`config.mk`:
```
export PLATFORM = sky130hd
export DESIGN_NAME = board_arbiter
export DESIGN_NICKNAME = d
export VERILOG_FILES = /design/src/rtl/minesweeper_pkg.sv /design/src/rtl/board_arb_pick.sv /design/src/rtl/board_arbiter.sv
export SDC_FILE = /design/constraint.sdc
export NUM_CORES = 1
export LEC_CHECK = 0
export ABC_AREA = 1
export BUFFER_PORTS_ARGS = -buffer_cell sky130_fd_sc_hd__clkbuf_2
export CAP_MARGIN = 15
export CORE_ASPECT_RATIO = 0.7
export CORE_UTILIZATION = 35
export DETAILED_ROUTE_END_ITERATION = 6
export GPL_ROUTABILITY_DRIVEN = 0
export GPL_TIMING_DRIVEN = 0
export SETUP_SLACK_MARGIN = 0.3
export SYNTH_ARGS = -nofsm -noshare
export SYNTH_HDL_FRONTEND = slang
export SYNTH_SLANG_ARGS = --single-unit
export TNS_END_PERCENT = 10
```
`constraint.sdc`:
```
create_clock -name clk -period 5.8 [get_ports clk]
set_input_delay 0.29 -clock clk [delete_from_list [all_inputs] [get_ports clk]]
set_output_delay 0.29 -clock clk [all_outputs]
set_load 0.05 [all_outputs]
```
`src/rtl/minesweeper_pkg.sv`:
```
// minesweeper_pkg: shared constants for the minesweeper board datapath.
// Holds the cell codes, the requester indices, the "easy" board geometry,
// the arbiter state encoding and the round-robin helper.
package minesweeper_pkg;

   // Easy-level board geometry and the RAM address width it needs
   localparam int EZ_W      = 9;
   localparam int EZ_H      = 9;
   localparam int EZ_ADDR_W = 7;

   // Requester bookkeeping
   localparam int N_REQ      = 3;
   localparam int REQ_GEN    = 0;
   localparam int REQ_USER   = 1;
   localparam int REQ_RENDER = 2;

   // Field widths on the requester side
   localparam int COORD_W = 7;
   localparam int CELL_W  = 4;

   // Cell codes: 0..8 are neighbour mine counts
   localparam logic [3:0] CELL_MINE = 4'd9;
   localparam logic [3:0] CELL_FLAG = 4'd10;
   localparam logic [3:0] CELL_OOB  = 4'd15;

   typedef enum logic [1:0] {
      IDLE    = 2'd0,
      ACCESS  = 2'd1,
      CAPTURE = 2'd2
   } arb_state_t;

   // Search start for the next round: the requester after the winner
   function automatic logic [1:0] rr_next(input logic [2:0] win);
      logic [1:0] nxt;
      case (win)
         3'b001:  nxt = 2'd1;
         3'b010:  nxt = 2'd2;
         3'b100:  nxt = 2'd0;
         default: nxt = 2'd0;
      endcase
      return nxt;
   endfunction

endpackage

```
`src/rtl/board_arb_pick.sv`:
```
// board_arb_pick: combinational winner selection for board_arbiter.
// A live lock owner wins outright; otherwise the first requester found
// when searching upward from ptr (wrapping 2->0) wins. With ptr tied to
// zero this is plain fixed priority GEN > USER > RENDER.
module board_arb_pick
   import minesweeper_pkg::*;
(
   input  logic [2:0] req,
   input  logic [2:0] lock_own,
   input  logic [1:0] ptr,
   output logic [2:0] win
);

   logic [2:0] rot;
   logic [2:0] sel;
   logic [2:0] unrot;

   // Rotate requests so the search start sits at bit 0, pick, rotate back
   always_comb begin
      rot   = req;
      sel   = 3'b000;
      unrot = 3'b000;
      case (ptr)
         2'd0:    rot = req;
         2'd1:    rot = {req[0], req[2:1]};
         2'd2:    rot = {req[1:0], req[2]};
         default: rot = req;
      endcase
      if (rot[0]) begin
         sel = 3'b001;
      end else if (rot[1]) begin
         sel = 3'b010;
      end else if (rot[2]) begin
         sel = 3'b100;
      end else begin
         sel = 3'b000;
      end
      case (ptr)
         2'd0:    unrot = sel;
         2'd1:    unrot = {sel[1:0], sel[2]};
         2'd2:    unrot = {sel[0], sel[2:1]};
         default: unrot = sel;
      endcase
   end

   // Lock owner still requesting overrides the normal search
   always_comb begin
      win = 3'b000;
      if ((lock_own & req) != 3'b000) begin
         win = lock_own & req;
      end else begin
         win = unrot;
      end
   end

endmodule

```
`src/rtl/board_arbiter.sv`:
```
// board_arbiter: three-way arbiter in front of the single-port board RAM.
// Requesters GEN, USER and RENDER share one RAM port; each access is
// IDLE -> ACCESS (-> CAPTURE for reads) -> IDLE with registered outputs.
// Optional build macro: BOARD_ARB_RR_EN selects round-robin arbitration
// instead of fixed priority GEN > USER > RENDER.
module board_arbiter
   import minesweeper_pkg::*;
#(
   parameter int BD_W   = EZ_W,
   parameter int BD_H   = EZ_H,
   parameter int ADDR_W = EZ_ADDR_W
) (
   input  logic              clk,
   input  logic              rst,
   input  logic [2:0]        req,
   input  logic [2:0]        we,
   input  logic [2:0]        lock,
   input  logic [20:0]       x_flat,
   input  logic [20:0]       y_flat,
   input  logic [11:0]       wdata_flat,
   output logic [2:0]        gnt,
   output logic [2:0]        rvalid,
   output logic [2:0]        done,
   output logic [3:0]        rdata,
   output logic              oob,
   output logic [ADDR_W-1:0] bd_addr,
   output logic [3:0]        bd_in,
   output logic              bd_wren,
   input  logic [3:0]        bd_out
);

   arb_state_t        state, nxt_state;
   logic [2:0]        win, nxt_win;
   logic              cur_we, nxt_cur_we;
   logic              cur_oob, nxt_cur_oob;
   logic [2:0]        lock_own, nxt_lock_own;
   logic [2:0]        pick;
   logic [1:0]        ptr;

   logic [COORD_W-1:0] sel_x, sel_y;
   logic [CELL_W-1:0]  sel_wd;
   logic               sel_we, sel_lock, sel_oob;
   logic [ADDR_W-1:0]  sel_addr;

   logic [2:0]         nxt_gnt, nxt_rvalid, nxt_done;
   logic [3:0]         nxt_rdata, nxt_bd_in;
   logic               nxt_oob, nxt_bd_wren;
   logic [ADDR_W-1:0]  nxt_bd_addr;

`ifdef BOARD_ARB_RR_EN
   // Round-robin pointer: next search starts just after the latest winner
   always_ff @(posedge clk or negedge rst) begin
      if (!rst) begin
         ptr <= 2'd0;
      end else if ((state == IDLE) && (req != 3'b000)) begin
         ptr <= rr_next(pick);
      end else begin
         ptr <= ptr;
      end
   end
`else
   assign ptr = 2'd0;
`endif

   board_arb_pick u_pick (
      .req      (req),
      .lock_own (lock_own),
      .ptr      (ptr),
      .win      (pick)
   );

   // Route the picked requester's fields and derive its RAM address
   always_comb begin
      sel_x    = '0;
      sel_y    = '0;
      sel_wd   = '0;
      sel_we   = 1'b0;
      sel_lock = 1'b0;
      case (pick)
         3'b001: begin
            sel_x    = x_flat[COORD_W*REQ_GEN +: COORD_W];
            sel_y    = y_flat[COORD_W*REQ_GEN +: COORD_W];
            sel_wd   = wdata_flat[CELL_W*REQ_GEN +: CELL_W];
            sel_we   = we[REQ_GEN];
            sel_lock = lock[REQ_GEN];
         end
         3'b010: begin
            sel_x    = x_flat[COORD_W*REQ_USER +: COORD_W];
            sel_y    = y_flat[COORD_W*REQ_USER +: COORD_W];
            sel_wd   = wdata_flat[CELL_W*REQ_USER +: CELL_W];
            sel_we   = we[REQ_USER];
            sel_lock = lock[REQ_USER];
         end
         3'b100: begin
            sel_x    = x_flat[COORD_W*REQ_RENDER +: COORD_W];
            sel_y    = y_flat[COORD_W*REQ_RENDER +: COORD_W];
            sel_wd   = wdata_flat[CELL_W*REQ_RENDER +: CELL_W];
            sel_we   = we[REQ_RENDER];
            sel_lock = lock[REQ_RENDER];
         end
         default: begin
            sel_x    = '0;
            sel_y    = '0;
            sel_wd   = '0;
            sel_we   = 1'b0;
            sel_lock = 1'b0;
         end
      endcase
      sel_oob  = (32'(sel_x) >= 32'(BD_W)) || (32'(sel_y) >= 32'(BD_H));
      // Modular arithmetic: truncating operands gives the truncated sum
      sel_addr = ADDR_W'(sel_y) * ADDR_W'(BD_W) + ADDR_W'(sel_x);
   end

   // Next-state and next-output decode; every output is registered below
   always_comb begin
      nxt_state    = state;
      nxt_win      = win;
      nxt_cur_we   = cur_we;
      nxt_cur_oob  = cur_oob;
      nxt_lock_own = lock_own;
      nxt_gnt      = 3'b000;
      nxt_rvalid   = 3'b000;
      nxt_done     = 3'b000;
      nxt_oob      = 1'b0;
      nxt_rdata    = rdata;
      nxt_bd_addr  = bd_addr;
      nxt_bd_in    = bd_in;
      nxt_bd_wren  = 1'b0;
      case (state)
         IDLE: begin
            if (req != 3'b000) begin
               nxt_state    = ACCESS;
               nxt_win      = pick;
               nxt_cur_we   = sel_we;
               nxt_cur_oob  = sel_oob;
               nxt_lock_own = sel_lock ? pick : 3'b000;
               nxt_gnt      = pick;
               nxt_bd_addr  = sel_oob ? '0 : sel_addr;
               nxt_bd_in    = sel_wd;
               nxt_bd_wren  = sel_we && !sel_oob;
            end else begin
               nxt_state = IDLE;
            end
         end
         ACCESS: begin
            if (cur_we) begin
               nxt_state = IDLE;
               nxt_done  = win;
               nxt_oob   = cur_oob;
            end else begin
               nxt_state = CAPTURE;
            end
         end
         CAPTURE: begin
            nxt_state  = IDLE;
            nxt_rvalid = win;
            nxt_done   = win;
            nxt_oob    = cur_oob;
            nxt_rdata  = cur_oob ? CELL_OOB : bd_out;
         end
         default: begin
            nxt_state = IDLE;
         end
      endcase
   end

   // State, access context and registered outputs
   always_ff @(posedge clk or negedge rst) begin
      if (!rst) begin
         state    <= IDLE;
         win      <= 3'b000;
         cur_we   <= 1'b0;
         cur_oob  <= 1'b0;
         lock_own <= 3'b000;
         gnt      <= 3'b000;
         rvalid   <= 3'b000;
         done     <= 3'b000;
         oob      <= 1'b0;
         rdata    <= 4'd0;
         bd_addr  <= '0;
         bd_in    <= 4'd0;
         bd_wren  <= 1'b0;
      end else begin
         state    <= nxt_state;
         win      <= nxt_win;
         cur_we   <= nxt_cur_we;
         cur_oob  <= nxt_cur_oob;
         lock_own <= nxt_lock_own;
         gnt      <= nxt_gnt;
         rvalid   <= nxt_rvalid;
         done     <= nxt_done;
         oob      <= nxt_oob;
         rdata    <= nxt_rdata;
         bd_addr  <= nxt_bd_addr;
         bd_in    <= nxt_bd_in;
         bd_wren  <= nxt_bd_wren;
      end
   end

endmodule

```
==> flow_summary.yaml <==
clocking:
  post-cts-setup-buffer-count: 0
  ctsLongestPathBuffers: 2
  post_cts.resized_instances: 0
  cts_hold_buf: 0
  tritoncts.num_buffers: 5
  cts.sinks: 36
  clock_slew_at_the_register_clock_pins_of_the_worst_setup_and_hold_paths_ns: 0.07
  cts_tree: "yes"
  worst_skew_pair.late_latency_ns: 0.28
  cts-htree-levels: 2
  root_buffer: "sky130_fd_sc_hd__clkbuf_8"
final_layout:
  finish.net_count: 507
  finalCoreUtilization_pct: 47.7
  post_route_cells_drive_above_1_share_pct: 27.8
  antenna_cells: 0
  areaGrowthSynthToFinish_pct: 29.7
timing:
  setup_violations: 0
  fin_crit_sh_pct: 62.7
  tightest_slew_ns: 0.876
  timing.final.max_slew_violations: 0
  max_slew_margin_pct: 41.6
  fmax_mhz: 275
  rsz0062_at_grt: "false"
  timing.final.crit_period_ns: 3.63
  timing.final.hold_violations: 0
  fin_setup_tns_ns: 0
  skew_ns: 0.00494
die:
  dieHeight_um: 70.3
  die_w_um: 99.5
  core_region_area_um2: 6340
  effective_utilization_at_floorplan_pct: 36.8
  die_footprint_um2: 6990
  num_io_pins: 95
  rows: 24
yosys:
  synth_seq_area_share_pct: 38.7
  postSynthRegisterBits: 36
  cell_count_after_synthesis: 319
  synth_fp_nets: 406
  syn_avg_cell_area_um2: 7.30
  netlist_area_um2: 2330
  ys.warnings.count: 0
  netlist-cell-type-count: 24
detailed_routing:
  drt_first_iter_violations: 86
  detail_route.vias_per_cell: 4.54
  drc: 0
  maxUsedRoutingLayer: "met4"
  drt-total-wl_mm: 6.40
  route.detailed.wl_per_inst_um: 12.5
  met2_wirelength_mm: 2.62
  detailroute.wirelength.met3_um: 408
  detail_route.wirelength.met1_mm: 3.32
  firstDrtPassIters: 4
  dr_total_vias: 2323
  final_antenna_net_count: 0
pwr:
  peak_supply_drop_mv: 0.169
  power-per-cell-area_nw_per_um2: 393
  static-leakage-power_nw: 1.83
critical_path:
  timing.critical_path.arrival_ns: 3.81
  critical_path_sink_type: "flip-flop"
  cp-start-kind: "flip-flop"
  timing.setup.critical_path_class: "flip-flop to flip-flop"
  r2r_cells: 24
  cp_data_required_time_ns: 5.98
  critPathMaxFanout: 10
grt:
  track_usage_pct: 19.6
  antenna_found_initial: 0
  grt_start_max_net_pins: 37
  globalRoute.totalOverflow: 0
  grt_first_pass_wirelength_mm: 10.6
  number_of_global_route_vias_before_repair: 2148
placement:
  port-buffer-count: 94
  hpwlAfterDp_mm: 5.23
run_status:
  run_status: "completed"
run:
  max-cap-violations: 0
hold_path:
  hold_path.class: "primary input to async pin"
worst paths after layout:
kind,end,slack [ns],from
setup / recovery,bd_addr[6],2.17,lock_own[2]
hold / removal,rdata[2],0.11,rst
setup reg to reg,bd_addr[6],2.17,lock_own[2]
hold reg to reg,state[1],0.42,cur_we
max in group asynchronous,bd_wren,5.13,rst
min in group clk,rdata[0],0.23,bd_out[0]
final cells by class:
cell class	instances	area, µm²
multi-input combinational	229	1200
tap	91	114
buffer	7	48.8
fill	655	3310
clock inverter	2	35.0
sequential	36	901
inverter	47	176
timing repair buffer	94	470
clock buffer	6	72.6
flip-flops by register name, summed over array words and instances (netlist names):
signal / count
oob: 1
win: 3
cur_we: 1
lock_own: 3
state: 2
rvalid: 3
gnt: 3
cur_oob: 1
rdata: 4
bd_addr: 7
bd_in: 4
done: 3
bd_wren: 1
critical path, cell delays in order, from the launching register on:
cell,delay (ns)
sky130_fd_sc_hd__dfrtp_1,0.38
sky130_fd_sc_hd__nand2_1,0.08
sky130_fd_sc_hd__nand3_1,0.08
sky130_fd_sc_hd__nand2_2,0.23
sky130_fd_sc_hd__nor2_2,0.09
sky130_fd_sc_hd__buf_6,0.15
sky130_fd_sc_hd__nand3_1,0.06
sky130_fd_sc_hd__nand2_1,0.05
sky130_fd_sc_hd__nor2_1,0.19
sky130_fd_sc_hd__inv_1,0.11
sky130_fd_sc_hd__ha_1,0.29
sky130_fd_sc_hd__inv_1,0.05
sky130_fd_sc_hd__fa_1,0.49
sky130_fd_sc_hd__inv_1,0.05
sky130_fd_sc_hd__ha_1,0.33
sky130_fd_sc_hd__a21oi_1,0.15
sky130_fd_sc_hd__o21ai_0,0.10
sky130_fd_sc_hd__nor2_1,0.15
sky130_fd_sc_hd__nand4_1,0.11
sky130_fd_sc_hd__nand2_1,0.12
sky130_fd_sc_hd__inv_1,0.05
sky130_fd_sc_hd__nand2_1,0.06
sky130_fd_sc_hd__nand2_1,0.04
sky130_fd_sc_hd__nand2_1,0.06
sky130_fd_sc_hd__nand2_1,0.04
cells by family after synthesis:
group,Yosys count,synth area share (%)
buffers and inverters,54,9.67
flip-flops,36,38.7
AND/OR/NAND/NOR,189,35.4
AO/OA/AOI/OAI,18,4.08
XOR/XNOR,4,1.50
adder cells (fa/ha/maj),18,10.6
synth_stat cells:
master                     number  area (µm²)
sky130_fd_sc_hd__nand2_1      110         413
sky130_fd_sc_hd__inv_1         45         169
sky130_fd_sc_hd__dfrtp_1       36         901
sky130_fd_sc_hd__nand3_1       33         165
sky130_fd_sc_hd__nor2_1        27         101
sky130_fd_sc_hd__ha_1          15         188
sky130_fd_sc_hd__o21ai_0        9        45.0
sky130_fd_sc_hd__nand4_1        7        43.8
sky130_fd_sc_hd__clkbuf_1       4        15.0
sky130_fd_sc_hd__o21ai_1        4        20.0
sky130_fd_sc_hd__a21oi_1        3        15.0
sky130_fd_sc_hd__buf_6          3        33.8
sky130_fd_sc_hd__fa_1           3        60.1
sky130_fd_sc_hd__nand2_2        3        18.8
sky130_fd_sc_hd__nand3_2        3        30.0
sky130_fd_sc_hd__inv_2          2        7.51
sky130_fd_sc_hd__nor2_2         2        12.5
sky130_fd_sc_hd__o21bai_1       2        15.0
sky130_fd_sc_hd__xnor2_1        2        17.5
sky130_fd_sc_hd__xor2_1         2        17.5
sky130_fd_sc_hd__nor2_4         1        11.3
sky130_fd_sc_hd__nor3_1         1        5.00
sky130_fd_sc_hd__nor3b_4        1        18.8
sky130_fd_sc_hd__or2_2          1        6.26
stage by stage:
| step | total power [mW] | hold slack [ns] | setup WS [ns] | instance area (µm²) | std cells |
|---|---|---|---|---|---|
| 6_report | 1.19 | 0.115 | 2.17 | 3020 | 512 |
| 5_1_grt | 1.29 | 0.191 | 1.89 | 3020 | 512 |
| 3_3_place_gp | 0.970 | 0.404 | 2.15 | 2910 | 504 |
| 4_1_cts | 1.20 | 0.141 | 2.14 | 3020 | 512 |
| 3_5_place_dp | 0.980 | 0.410 | 2.12 | 2910 | 504 |
| 2_1_floorplan | 0.812 | -0.00559 | 2.64 | 2330 | 319 |
layer usage:
| metal | up-vias | GRT usage [%] |
|---|---|---|
| li1 | 1191 | - |
| met1 | 1063 | 29.6 |
| met2 | 65 | 27.8 |
| met3 | 4 | 5.21 |
| met4 | 0 | 4.41 |
| met5 | - | 0 |
power by group:
part | total [mW] | leakage, nW | switching (mW) | internal (mW)
Combinational | 0.609 | 1.31 | 0.439 | 0.170
Sequential | 0.365 | 0.471 | 0.0396 | 0.326
Clock | 0.215 | 0.0552 | 0.0874 | 0.128
Total | 1.19 | 1.83 | 0.566 | 0.623
layout by cell type (no fill, tap or decap):
master                      synthesis  final
sky130_fd_sc_hd__a21oi_1            3      3
sky130_fd_sc_hd__o21bai_1           2      2
sky130_fd_sc_hd__or2_2              1      1
sky130_fd_sc_hd__clkinv_2           0      1
sky130_fd_sc_hd__xnor2_1            2      2
sky130_fd_sc_hd__inv_2              2      2
sky130_fd_sc_hd__nor3b_4            1      1
sky130_fd_sc_hd__nand3_2            3      3
sky130_fd_sc_hd__nor3_1             1      1
sky130_fd_sc_hd__o21ai_0            9      9
sky130_fd_sc_hd__o21ai_1            4      4
sky130_fd_sc_hd__nand4_1            7      7
sky130_fd_sc_hd__ha_1              15     15
sky130_fd_sc_hd__clkbuf_1           4      5
sky130_fd_sc_hd__bufinv_16          0      1
sky130_fd_sc_hd__fa_1               3      3
sky130_fd_sc_hd__clkbuf_2           0     94
sky130_fd_sc_hd__nand3_1           33     33
sky130_fd_sc_hd__nand2_1          110    110
sky130_fd_sc_hd__dfrtp_1           36     36
sky130_fd_sc_hd__clkbuf_8           0      5
sky130_fd_sc_hd__nor2_4             1      1
sky130_fd_sc_hd__nor2_1            27     27
sky130_fd_sc_hd__inv_1             45     45
sky130_fd_sc_hd__xor2_1             2      2
sky130_fd_sc_hd__nor2_2             2      2
sky130_fd_sc_hd__nand2_2            3      3
sky130_fd_sc_hd__buf_6              3      3
(Power assumes the default switching activity.)
